File: src/rtl/dac_spi_tx.sv
// dac_spi_tx -- serial transmitter for a 16-bit DAC frame {CMD, data}.
//
// Each frame: chip select falls, CLK_DIV cycles of setup, then 16 bits MSB
// first (sclk low for CLK_DIV cycles, then high for CLK_DIV cycles per bit).
// After that come CLK_DIV cycles of hold with sclk low. Chip select then
// rises and done pulses for one cycle. Chip select is low for 34*CLK_DIV
// cycles per frame.
//
// Parameters
//   CLK_DIV  sclk half-period in clk cycles (2..255)
//   CMD      command nibble sent ahead of the 12-bit sample
// Ports
//   clk      master clock
//   rst_n    asynchronous active-low reset
//   enb      enable; low aborts any transfer and holds the block idle
//   start    one-cycle send request, taken only when idle and enabled
//   data     12-bit sample, captured when a start is accepted
//   sclk     serial clock to the DAC, idle low
//   cs_n     DAC chip select, active low
//   mosi     serial data, MSB first
//   busy     high while a frame is in progress
//   done     one-cycle pulse on normal frame completion
//
// state | meaning
// ------+------------------------------------------------------------
// IDLE  | cs_n high, waiting for an accepted start
// SETUP | cs_n low, sclk low, first bit on mosi for CLK_DIV cycles
// SHIFT | 16 bits, each a CLK_DIV low phase then a CLK_DIV high phase
// HOLD  | sclk low, cs_n still low for CLK_DIV cycles before release
module dac_spi_tx #(
  parameter int unsigned CLK_DIV = 4,
  parameter logic [3:0]  CMD     = 4'b0011
) (
  input  logic        clk,
  input  logic        rst_n,
  input  logic        enb,
  input  logic        start,
  input  logic [11:0] data,
  output logic        sclk,
  output logic        cs_n,
  output logic        mosi,
  output logic        busy,
  output logic        done
);

  localparam logic [7:0] DIV_LAST = 8'(CLK_DIV - 1);
  localparam logic [4:0] BIT_LAST = 5'd15;

  typedef enum logic [1:0] {
    IDLE  = 2'd0,
    SETUP = 2'd1,
    SHIFT = 2'd2,
    HOLD  = 2'd3
  } state_t;

  state_t      state, state_nxt;
  logic [15:0] frame, frame_nxt;
  logic [4:0]  bit_cnt, bit_cnt_nxt;
  logic [7:0]  div_cnt, div_cnt_nxt;
  logic        sclk_nxt, cs_n_nxt, mosi_nxt, busy_nxt, done_nxt;
  logic        div_tc;

  assign div_tc = (div_cnt == DIV_LAST);

  // Every output is the registered version of its *_nxt value, so nothing
  // combinational reaches a pin. The frame is held unshifted; bit_cnt picks
  // the bit on mosi (bit 15 first).
  always_comb begin
    state_nxt   = state;
    frame_nxt   = frame;
    bit_cnt_nxt = bit_cnt;
    div_cnt_nxt = div_cnt;
    sclk_nxt    = sclk;
    cs_n_nxt    = cs_n;
    mosi_nxt    = mosi;
    busy_nxt    = busy;
    done_nxt    = 1'b0;

    case (state)
      IDLE: begin
        cs_n_nxt = 1'b1;
        sclk_nxt = 1'b0;
        mosi_nxt = 1'b0;
        busy_nxt = 1'b0;
        if (start) begin
          state_nxt   = SETUP;
          frame_nxt   = {CMD, data};
          bit_cnt_nxt = 5'd0;
          div_cnt_nxt = 8'd0;
          cs_n_nxt    = 1'b0;
          busy_nxt    = 1'b1;
          mosi_nxt    = CMD[3];
        end
      end

      SETUP: begin
        if (div_tc) begin
          state_nxt   = SHIFT;
          div_cnt_nxt = 8'd0;
        end else begin
          div_cnt_nxt = div_cnt + 8'd1;
        end
      end

      SHIFT: begin
        if (div_tc) begin
          div_cnt_nxt = 8'd0;
          if (!sclk) begin
            sclk_nxt = 1'b1;
          end else if (bit_cnt == BIT_LAST) begin
            // mosi keeps the last bit through HOLD
            state_nxt = HOLD;
            sclk_nxt  = 1'b0;
          end else begin
            // next bit goes out on the falling edge only
            bit_cnt_nxt = bit_cnt + 5'd1;
            sclk_nxt    = 1'b0;
            mosi_nxt    = frame[~bit_cnt_nxt[3:0]];
          end
        end else begin
          div_cnt_nxt = div_cnt + 8'd1;
        end
      end

      HOLD: begin
        if (div_tc) begin
          state_nxt   = IDLE;
          div_cnt_nxt = 8'd0;
          cs_n_nxt    = 1'b1;
          busy_nxt    = 1'b0;
          mosi_nxt    = 1'b0;
          done_nxt    = 1'b1;
        end else begin
          div_cnt_nxt = div_cnt + 8'd1;
        end
      end

      default: begin
        state_nxt = IDLE;
      end
    endcase

    // Disable wins over everything: drop the frame silently, no done.
    if (!enb) begin
      state_nxt   = IDLE;
      bit_cnt_nxt = 5'd0;
      div_cnt_nxt = 8'd0;
      cs_n_nxt    = 1'b1;
      sclk_nxt    = 1'b0;
      mosi_nxt    = 1'b0;
      busy_nxt    = 1'b0;
      done_nxt    = 1'b0;
    end
  end

  always_ff @(posedge clk or negedge rst_n) begin
    if (!rst_n) begin
      state   <= IDLE;
      frame   <= 16'd0;
      bit_cnt <= 5'd0;
      div_cnt <= 8'd0;
      sclk    <= 1'b0;
      cs_n    <= 1'b1;
      mosi    <= 1'b0;
      busy    <= 1'b0;
      done    <= 1'b0;
    end else begin
      state   <= state_nxt;
      frame   <= frame_nxt;
      bit_cnt <= bit_cnt_nxt;
      div_cnt <= div_cnt_nxt;
      sclk    <= sclk_nxt;
      cs_n    <= cs_n_nxt;
      mosi    <= mosi_nxt;
      busy    <= busy_nxt;
      done    <= done_nxt;
    end
  end

endmodule

File: config.mk
export PLATFORM = sky130hd
export DESIGN_NAME = dac_spi_tx
export DESIGN_NICKNAME = d
export VERILOG_FILES = /design/src/rtl/dac_spi_tx.sv
export SDC_FILE = /design/constraint.sdc
export NUM_CORES = 1
export LEC_CHECK = 0
export ABC_AREA = 1
export CAP_MARGIN = 20
export CORE_MARGIN = 10
export CORE_UTILIZATION = 50
export CTS_CLUSTER_DIAMETER = 40
export DETAILED_ROUTE_END_ITERATION = 10
export GPL_TIMING_DRIVEN = 0
export PLACE_DENSITY = 0.86
export SYNTH_ARGS = -nofsm -noshare
export SYNTH_HDL_FRONTEND = slang
export SYNTH_SLANG_ARGS = --single-unit
File: constraint.sdc
create_clock -name clk -period 1.45 [get_ports clk]
set_input_delay 0.29 -clock clk [delete_from_list [all_inputs] [get_ports clk]]
set_output_delay 0.29 -clock clk [all_outputs]
set_load 0.02 [all_outputs]
* After elaboration in Yosys (flattened, before gate mapping) *
Index checks and enable logic that the tools add are counted.

cells by class
  reduce and logical (&&, ||, !) cells = 8
  equality and inequality tests = 15
  magnitude comparators = 1
  muxes and demuxes = 40
  add/subtract/negate cells = 2
  bitwise operators = 1

operator list
  kind                   count
  $mux W5                5
  $mux W8                3
  $ne A3 B3 Y1 const B   7
  $mux W1                17
  $pmux W8 S2            1
  $mux W2                7
  $pmux W5 S2            1
  $reduce_and A5 Y1      2
  $add A8 B1 Y8 const B  1
  $eq A8 B2 Y1 const B   1
  $pmux W2 S4            1
  $ne A3 B1 Y1 const B   2
  $pmux W1 S2            3
  $reduce_and A2 Y1      3
  $reduce_and A6 Y1      1
  $add A5 B1 Y5 const B  1
  $eq A5 B4 Y1 const B   1
  $lt A4 B5 Y1 const B   1
  $bmux W1 S4            1
  $eq A2 B2 Y1 const B   2
  $ne A4 B1 Y1 const B   1
  $not A4 Y4             1
  $pmux W1 S3            1
  $reduce_or A3 Y1       1
  other kinds (2)        2

word-level totals
  input bits = 16
  flip-flop bits (word level) = 33

* Longest topological paths before layout *
Gate-level depths: netlist of run 1.

  word-level depth = 9
  mapped depth = 10
  gate-level depth less buffers = 10

* Worst setup path after synthesis of run 1 *
Ideal clock, no wire load.

  kind = flip-flop to flip-flop
  from = register state[0]
  to = register bit_cnt[2]
  buffers on the path = 0
  arrival time = 1475 ps
  setup slack = -142 ps
  setup time = 117 ps
  data required time = 1333 ps
  stages on the path, launching flop included = 11
  clock period less this slack = 1592 ps
  path through = dfrtp_1 > inv_1 > ha_1 > nand2_8 > inv_6 > nand2_8 > nand2_4 > nor3b_4 > nand2_4 > nand2_1 > nand2_1

between the ends
  word-level cells in the longest chain between the ends = 3
  elaborated cells on any way between the ends = 10

ends and longest elaborated chain
  item                                                           line  source
  start: declaration                                             56    state_t state, state_nxt;
  start signal: assignment                                       168   state <= state_nxt;
  $eq A2 B2 Y1 or $logic_not A2 Y1 (tied branches)               79    case (state)
  $ne A3 B3 Y1 (no source line) (tied with other cells)          n/a
  $reduce_and A5 Y1 (no source line) or $mux W5 (tied branches)  n/a
  end signal: assignment                                         170   bit_cnt <= bit_cnt_nxt;
  end: declaration                                               58    logic [4:0] bit_cnt, bit_cnt_nxt;

Several ways; a longest one is shown, not always the timed one.
A chain may end at the register's enable or synchronous reset.

* Final worst setup path of run 1 *
  from = register bit_cnt[0]
  to = register mosi

between the ends
  word-level cells in the longest chain between the ends = 9
  elaborated cells on any way between the ends = 12

ends and longest elaborated chain
  item                           line  source
  $add A5 B1 Y5                  116   bit_cnt_nxt = bit_cnt + 5'd1;
  $not A4 Y4                     118   mosi_nxt = frame[~bit_cnt_nxt[3:0]];
  $bmux W1 S4                    118
  $mux W1 (implied by the code)  118
  $mux W1                        110   end else if (bit_cnt == BIT_LAST) begin
  $mux W1                        108   if (!sclk) begin
  $mux W1                        106   if (div_tc) begin
  $pmux W1 S3                    79
  $mux W1                        144   if (!enb) begin
  end signal: assignment         174   mosi <= mosi_nxt;
  end: declaration               41    output logic mosi,

Several ways; a longest one is shown, not always the timed one. The select of a mux whose other input is x is not followed.

==> results.json, run 1 <==
{
  "first_global_vias": 1547,
  "vias_per_cell": 5.37,
  "wire_per_inst_um": 14.3,
  "vias": 1740,
  "worst-path-buf-inv": 0,
  "clock-sinks": 33,
  "synthTopCellsByCount": "nand2_1, dfrtp_1, inv_1",
  "layout-drive-gt1-share_pct": 23.6,
  "worstSkewPairLatency_ps": 300,
  "synth_area_leaders": "dfrtp_1, nand2_1, inv_1, nand3_1, nor2_1",
  "hold_viol": 0,
  "worstSetupEndpointType": "flip-flop",
  "violations": "setup timing",
  "path_clk_slew_ps": 80,
  "finalPower_uw": 3510,
  "die_w_um": 81.7,
  "syn-instance-count": 239,
  "setup-tns-final_ps": -1110,
  "wl_mm": 4.63,
  "outcome": "finished with violations",
  "critPathMaxStageDelay_ps": 400,
  "drt-initial-drc-count": 147,
  "fin_nets": 299,
  "cts_buffers": 5,
  "ant_nets": 0,
  "syn-num-nets": 263,
  "cts_max_level": 2,
  "path_max_fanout": 3,
  "worstPathRequired_ps": 1690,
  "synthArstFlopShare_pct": 100,
  "worst-setup-path-type": "flip-flop to flip-flop",
  "pin_count": 21,
  "maxCapViolCount": 0,
  "synth_ff_type": "dfrtp_1",
  "setup_viol": 7,
  "grt_max_degree": 34,
  "fin_crit_ps": 1640,
  "syn_avg_cell_area_sq_um": 7.97,
  "cp_top_family": "simple AND/OR/NAND/NOR gates",
  "start_util_pct": 52.1,
  "cp.arrival_ps": 1880,
  "core_area_sq_um": 3660,
  "clock-root-buffer": "clkbuf_8",
  "grt_antenna_before_repair": 0,
  "yosysTopAreaCell": "dfrtp_1",
  "overflow": 0,
  "clock.fmax_mhz": 608,
  "gp_congestion": 0.796,
  "fillers": 280,
  "p_leak_uw": 0.00120,
  "yosysMostFrequentCell": "nand2_1",
  "cp_cell_sequence": "ha_2 > nand2_2 > nor2_2 > ha_4 > o21ai_0 > o21ai_1 > nor2_1 > nand3_1 > nand2_1",
  "maxSlewHeadroom_pct": 51.3,
  "synth_top_cell_area_share_pct": 42.0,
  "num_rows": 22,
  "syn_area_sq_um": 1910,
  "slowest_stage": "dfrtp_1",
  "first_pass_iters": 4,
  "die_area_sq_um": 6680,
  "setup_ws_ps": -194,
  "portBuffers": 19,
  "fin_skew_ps": 14.9,
  "drc": 0,
  "ir_drop_v": 0.000861,
  "worst_slew_pin_slew_ps": 730,
  "grt_pass1_wl_mm": 6.64,
  "synth_seq_cells": 33,
  "clock_path_buffers": 2,
  "cts_tree": "yes",
  "ys_types": 25,
  "hpwlAfterDp_mm": 2.78,
  "synth_edf_count": 0,
  "ys_seq_area_share_pct": 43.4,
  "startpoint_type": "flip-flop",
  "syn2layout_area_growth_pct": 28.0,
  "dieHeight_um": 81.7,
  "hold_buffers": 0,
  "track_usage_pct": 12.4,
  "whs_ps": 49.4,
  "antenna_cells": 0,
  "hold_class": "primary input to async pin",
  "slew_viol_final": 0,
  "powerDensity_nw_per_um2": 1440,
  "rsz0062_at_grt": "yes",
  "finalCritPeriodShare_pct": 113,
  "yosys_warnings": 0
}
flip-flops by register name, summed over array words and instances, names as in the netlist:
signal / flops
div_cnt: 8
done: 1
sclk: 1
bit_cnt: 5
mosi: 1
frame: 13
state: 2
cs_n: 1
busy: 1
logic make-up after synthesis:
family / count (synthesis) / synth area share [%]
AO/OA/AOI/OAI: 16 / 4.33
AND/OR/NAND/NOR: 137 / 33.7
adder cells (fa/ha/maj): 8 / 5.25
multiplexers: 8 / 4.73
flip-flops: 33 / 43.4
XOR/XNOR: 2 / 0.919
buffers and inverters: 35 / 7.68
timing repair:
item                       CTS  global route
pin swaps                    5             8
gates resized for setup     15            26
buffers inserted             5             6
setup endpoints to repair   19            19
metrics by stage:
| stage | setup slack [ps] | std cells | instance area (sq um) | utilization, % |
|---|---|---|---|---|
| 4_1_cts | -117 | 318 | 2300 | 63.0 |
| 5_1_grt | -391 | 324 | 2440 | 66.6 |
| 6_report | -194 | 324 | 2440 | 66.6 |
| 3_5_place_dp | -346 | 306 | 2180 | 59.5 |
| 2_1_floorplan | -44.4 | 239 | 1930 | - |
| 3_3_place_gp | -579 | 306 | 2180 | 59.6 |
per-layer routing:
| layer | GRT usage (%) | routed length (um) |
|---|---|---|
| met1 | 15.2 | 1890 |
| met2 | 20.2 | 2260 |
| met3 | 2.84 | 242 |
| met4 | 6.12 | 234 |
| met5 | 0 | 0 |
where the power goes:
group / switching [uW] / internal, uW
combinational: 824 / 627
sequential: 155 / 1170
clock: 342 / 387
final cells by class:
| cell class | count | area (sq um) | area share (%) |
|---|---|---|---|
| Multi-Input combinational cell | 171 | 1050 | 43.2 |
| Sequential cell | 33 | 830 | 34.0 |
| Timing Repair Buffer | 30 | 262 | 10.7 |
| Inverter | 32 | 128 | 5.23 |
| Clock buffer | 8 | 90.1 | 3.69 |
| Tap cell | 48 | 60.1 | 2.46 |
| Buffer | 2 | 16.3 | 0.667 |
final timing paths:
kind                       slack (ps)        from  endpoint  depth (start not counted)
max in group asynchronous         900       rst_n  state[0]                          1
hold / removal                     50       rst_n  state[1]                          1
setup / recovery                 -190  bit_cnt[0]      mosi                          9
setup reg to reg                 -190  bit_cnt[0]      mosi                          9
hold reg to reg                   470        cs_n      cs_n                          2
min in group clk                  360         enb      done                          3
cell usage in the layout, fill, tap and decap left out, types with 2 or more instances in the layout:
master / Yosys / layout
clkbuf_8: 0 / 6
o21ai_0: 7 / 3
a21oi_1: 7 / 7
xor2_1: 2 / 2
nand2_2: 1 / 5
nand3b_1: 2 / 2
nand3_1: 22 / 20
nand2_4: 2 / 4
clkdlybuf4s50_1: 0 / 13
dfrtp_1: 32 / 30
nor2_1: 29 / 22
ha_2: 0 / 2
dlygate4sd2_1: 0 / 4
buf_2: 2 / 2
clkbuf_1: 0 / 2
mux2_2: 8 / 8
nor2_2: 0 / 4
inv_1: 30 / 27
nor2_4: 0 / 3
ha_4: 0 / 3
dfrtp_2: 0 / 2
ha_1: 8 / 3
nand2_1: 72 / 66
nand4_1: 4 / 4
inv_2: 1 / 3
buf_6: 1 / 2
buf_4: 0 / 10
nand2_8: 2 / 2
o21ai_1: 1 / 4
Power figures use the tool's default switching activity.
==> run 2, diff against run 1 <==
--- a/config.mk
+++ b/config.mk
@@ -7,7 +7,6 @@
 export LEC_CHECK = 0
 export ABC_AREA = 1
 export CAP_MARGIN = 20
-export CORE_MARGIN = 10
 export CORE_UTILIZATION = 50
 export CTS_CLUSTER_DIAMETER = 40
 export DETAILED_ROUTE_END_ITERATION = 10
==> constraint.sdc (replaced) <==
create_clock -name clk -period 1.45 [get_ports clk]
set_input_delay 0.3625 -clock clk [delete_from_list [all_inputs] [get_ports clk]]
set_output_delay 0.3625 -clock clk [all_outputs]
set_load 0.02 [all_outputs]
==> run 2 against run 1 <==
Net effect: the flow still finishes with violations (setup timing); clock skew is 5.1 ps lower; cell count is 0.31% higher; wire length is 7.4% lower; non-clock buffer count is 1 higher; utilization is 1.5 points higher; power hardly changed; setup slack better by 43 ps; critical path depth stayed put; count of clock-buffer cells in the layout stayed put; global-route usage is 7.9 points higher.
==> results.json, run 2 (same netlist as run 1, synthesis figures left out) <==
{
  "crit_start": "bit_cnt[1]",
  "whs_ps": 143,
  "hold_buffers": 0,
  "maxSlewHeadroom_pct": 50.2,
  "layout_common_cells": "nand2_1, dfrtp_1, inv_1",
  "cp_cell_sequence": "ha_2 > nand2_2 > nor2_2 > ha_2 > nand2_1 > nor3b_4 > buf_6 > nand3_2 > nand2_2",
  "vias_per_cell": 5.19,
  "worst_slew_pin_slew_ps": 747,
  "clock-sinks": 33,
  "hold_viol": 0,
  "clock_path_buffers": 2,
  "dieHeight_um": 63.7,
  "track_usage_pct": 20.3,
  "dp.cells": 306,
  "clock.fmax_mhz": 624,
  "design_area_sq_um": 2490,
  "outcome": "finished with violations",
  "portBuffers": 19,
  "setup_ws_ps": -152,
  "ir_drop_v": 0.000921,
  "hpwlAfterDp_mm": 2.60,
  "pin_count": 21,
  "critPathCapture": "bit_cnt[1]",
  "critPathMaxStageDelay_ps": 390,
  "regToRegSetupSlack_ps": -150,
  "setup_viol": 11,
  "worst-path-buf-inv": 1,
  "slew_viol_final": 0,
  "overflow": 0,
  "powerDensity_nw_per_um2": 1410,
  "fin_util_pct": 68.1,
  "first_global_vias": 1522,
  "rsz0062_at_grt": "yes",
  "fin_nets": 300,
  "cts_buffers": 5,
  "path_clk_slew_ps": 70,
  "seq_area_sq_um": 830,
  "p_leak_uw": 0.00122,
  "finalCritPeriodShare_pct": 110,
  "cp_top_family": "simple AND/OR/NAND/NOR gates",
  "largest_register_ffs": 13,
  "syn2layout_area_growth_pct": 30.8,
  "cts_tree": "yes",
  "hold_class": "primary input to async pin",
  "largest_register": "frame",
  "core_area_sq_um": 3660,
  "antenna_cells": 0,
  "multiInputGateArea_sq_um": 1070,
  "grt_max_degree": 34,
  "top_regs": "frame x13, div_cnt x8, bit_cnt x5",
  "gp_congestion": 0.859,
  "worstSetupEndpointType": "flip-flop",
  "maxCapViolCount": 0,
  "timing.reg2reg.worst_path_depth": 9,
  "fin_skew_ps": 9.73,
  "ant_nets": 0,
  "reg2reg_to": "bit_cnt[1]",
  "layout.cells.most_common": "nand2_1",
  "num_rows": 22,
  "wl_mm": 4.28,
  "first_pass_iters": 4,
  "violations": "setup timing",
  "die_w_um": 63.7,
  "cp.arrival_ps": 1820,
  "layout-drive-gt1-share_pct": 25.6,
  "vias": 1688,
  "startpoint_type": "flip-flop",
  "cts_max_level": 2,
  "worst-setup-path-type": "flip-flop to flip-flop",
  "grt_antenna_before_repair": 0,
  "place_area_sq_um": 2180,
  "start_util_pct": 52.1,
  "fillers": 264,
  "finalNonFillerCells": 325,
  "die_area_sq_um": 4060,
  "worstReg2RegStart": "bit_cnt[1]",
  "fin_crit_ps": 1600,
  "clock-root-buffer": "clkbuf_8",
  "path_max_fanout": 5,
  "slowest_stage": "dfrtp_1",
  "grt_pass1_wl_mm": 6.38,
  "drt-initial-drc-count": 89,
  "wire_per_inst_um": 13.2,
  "drc": 0,
  "path_depth": 9,
  "worstPathRequired_ps": 1670,
  "worstSkewPairLatency_ps": 290
}
-- run 2: cell types whose count changed in the layout (fill, tap and decap cells not counted), moves of 2 or more --
cell	change
nand3_1	-4
nand3_2	+4
buf_12	+2
buf_4	-2
nand2_1	-2
nand2_2	+2
nor2_4	-2
-- run 2: metrics by stage --
stage / power [uW] / setup WS (ps) / TNS, ps
6_report: 3510 / -152 / -775
2_1_floorplan: 2230 / -44.4 / -219
3_3_place_gp: 2490 / -658 / -25170
3_5_place_dp: 2540 / -410 / -4050
4_1_cts: 3340 / -87.4 / -371
5_1_grt: 3750 / -208 / -2100
-- run 2: worst min-delay path by stage --
| stage | endpoint | slack, ps | depth (start not counted) |
|---|---|---|---|
| global placement | frame[12] | 450 | 2 |
| finish | bit_cnt[3] | 140 | 1 |
| global route | bit_cnt[2] | 190 | 1 |
| detailed placement | frame[12] | 450 | 2 |
| floorplan | bit_cnt[0] | 70 | 0 |
| CTS | done | 160 | 1 |
-- run 2: cell type report --
class / instances / area share, %
inverters: 32 / 5.22
well taps: 48 / 2.41
repair buffers: 31 / 12.0
plain buffers: 2 / 0.653
clock buffers: 8 / 3.61
multi-input cells: 171 / 42.8
flip-flops and latches: 33 / 33.3
-- run 2: timing repair --
action,4_1_cts,5_1_grt
endpoints found under the setup margin,18,20
pin swaps,12,11
resized for setup,26,23
setup buffers,5,7
-- run 2: where the power goes --
group	switching (uW)	internal, uW	total [uW]
Sequential	157	1170	1330
Combinational	809	650	1460
Clock	335	387	722
Total	1300	2210	3510
-- run 2: worst register-to-register path: stages, from the launching register on --
cell	delay [ps]
dfrtp_1	390
ha_2	200
nand2_2	80
nor2_2	40
ha_2	180
nand2_1	70
nor3b_4	270
buf_6	180
nand3_2	80
nand2_2	60
-- run 2: metal layers --
metal  routed length (um)  track usage [%]
met5                    0                0
met4                   53             8.52
met3                  192             5.00
met2                 2170             32.7
met1                 1870             26.0
==> run 3, diff against run 2 <==
--- a/config.mk
+++ b/config.mk
@@ -11,6 +11,7 @@
 export CTS_CLUSTER_DIAMETER = 40
 export DETAILED_ROUTE_END_ITERATION = 10
 export GPL_TIMING_DRIVEN = 0
+export HOLD_SLACK_MARGIN = 0.1
 export PLACE_DENSITY = 0.86
 export SYNTH_ARGS = -nofsm -noshare
 export SYNTH_HDL_FRONTEND = slang
==> results of run 3 <==
The final DEF is identical to that of run 2; final timing and power are the same.
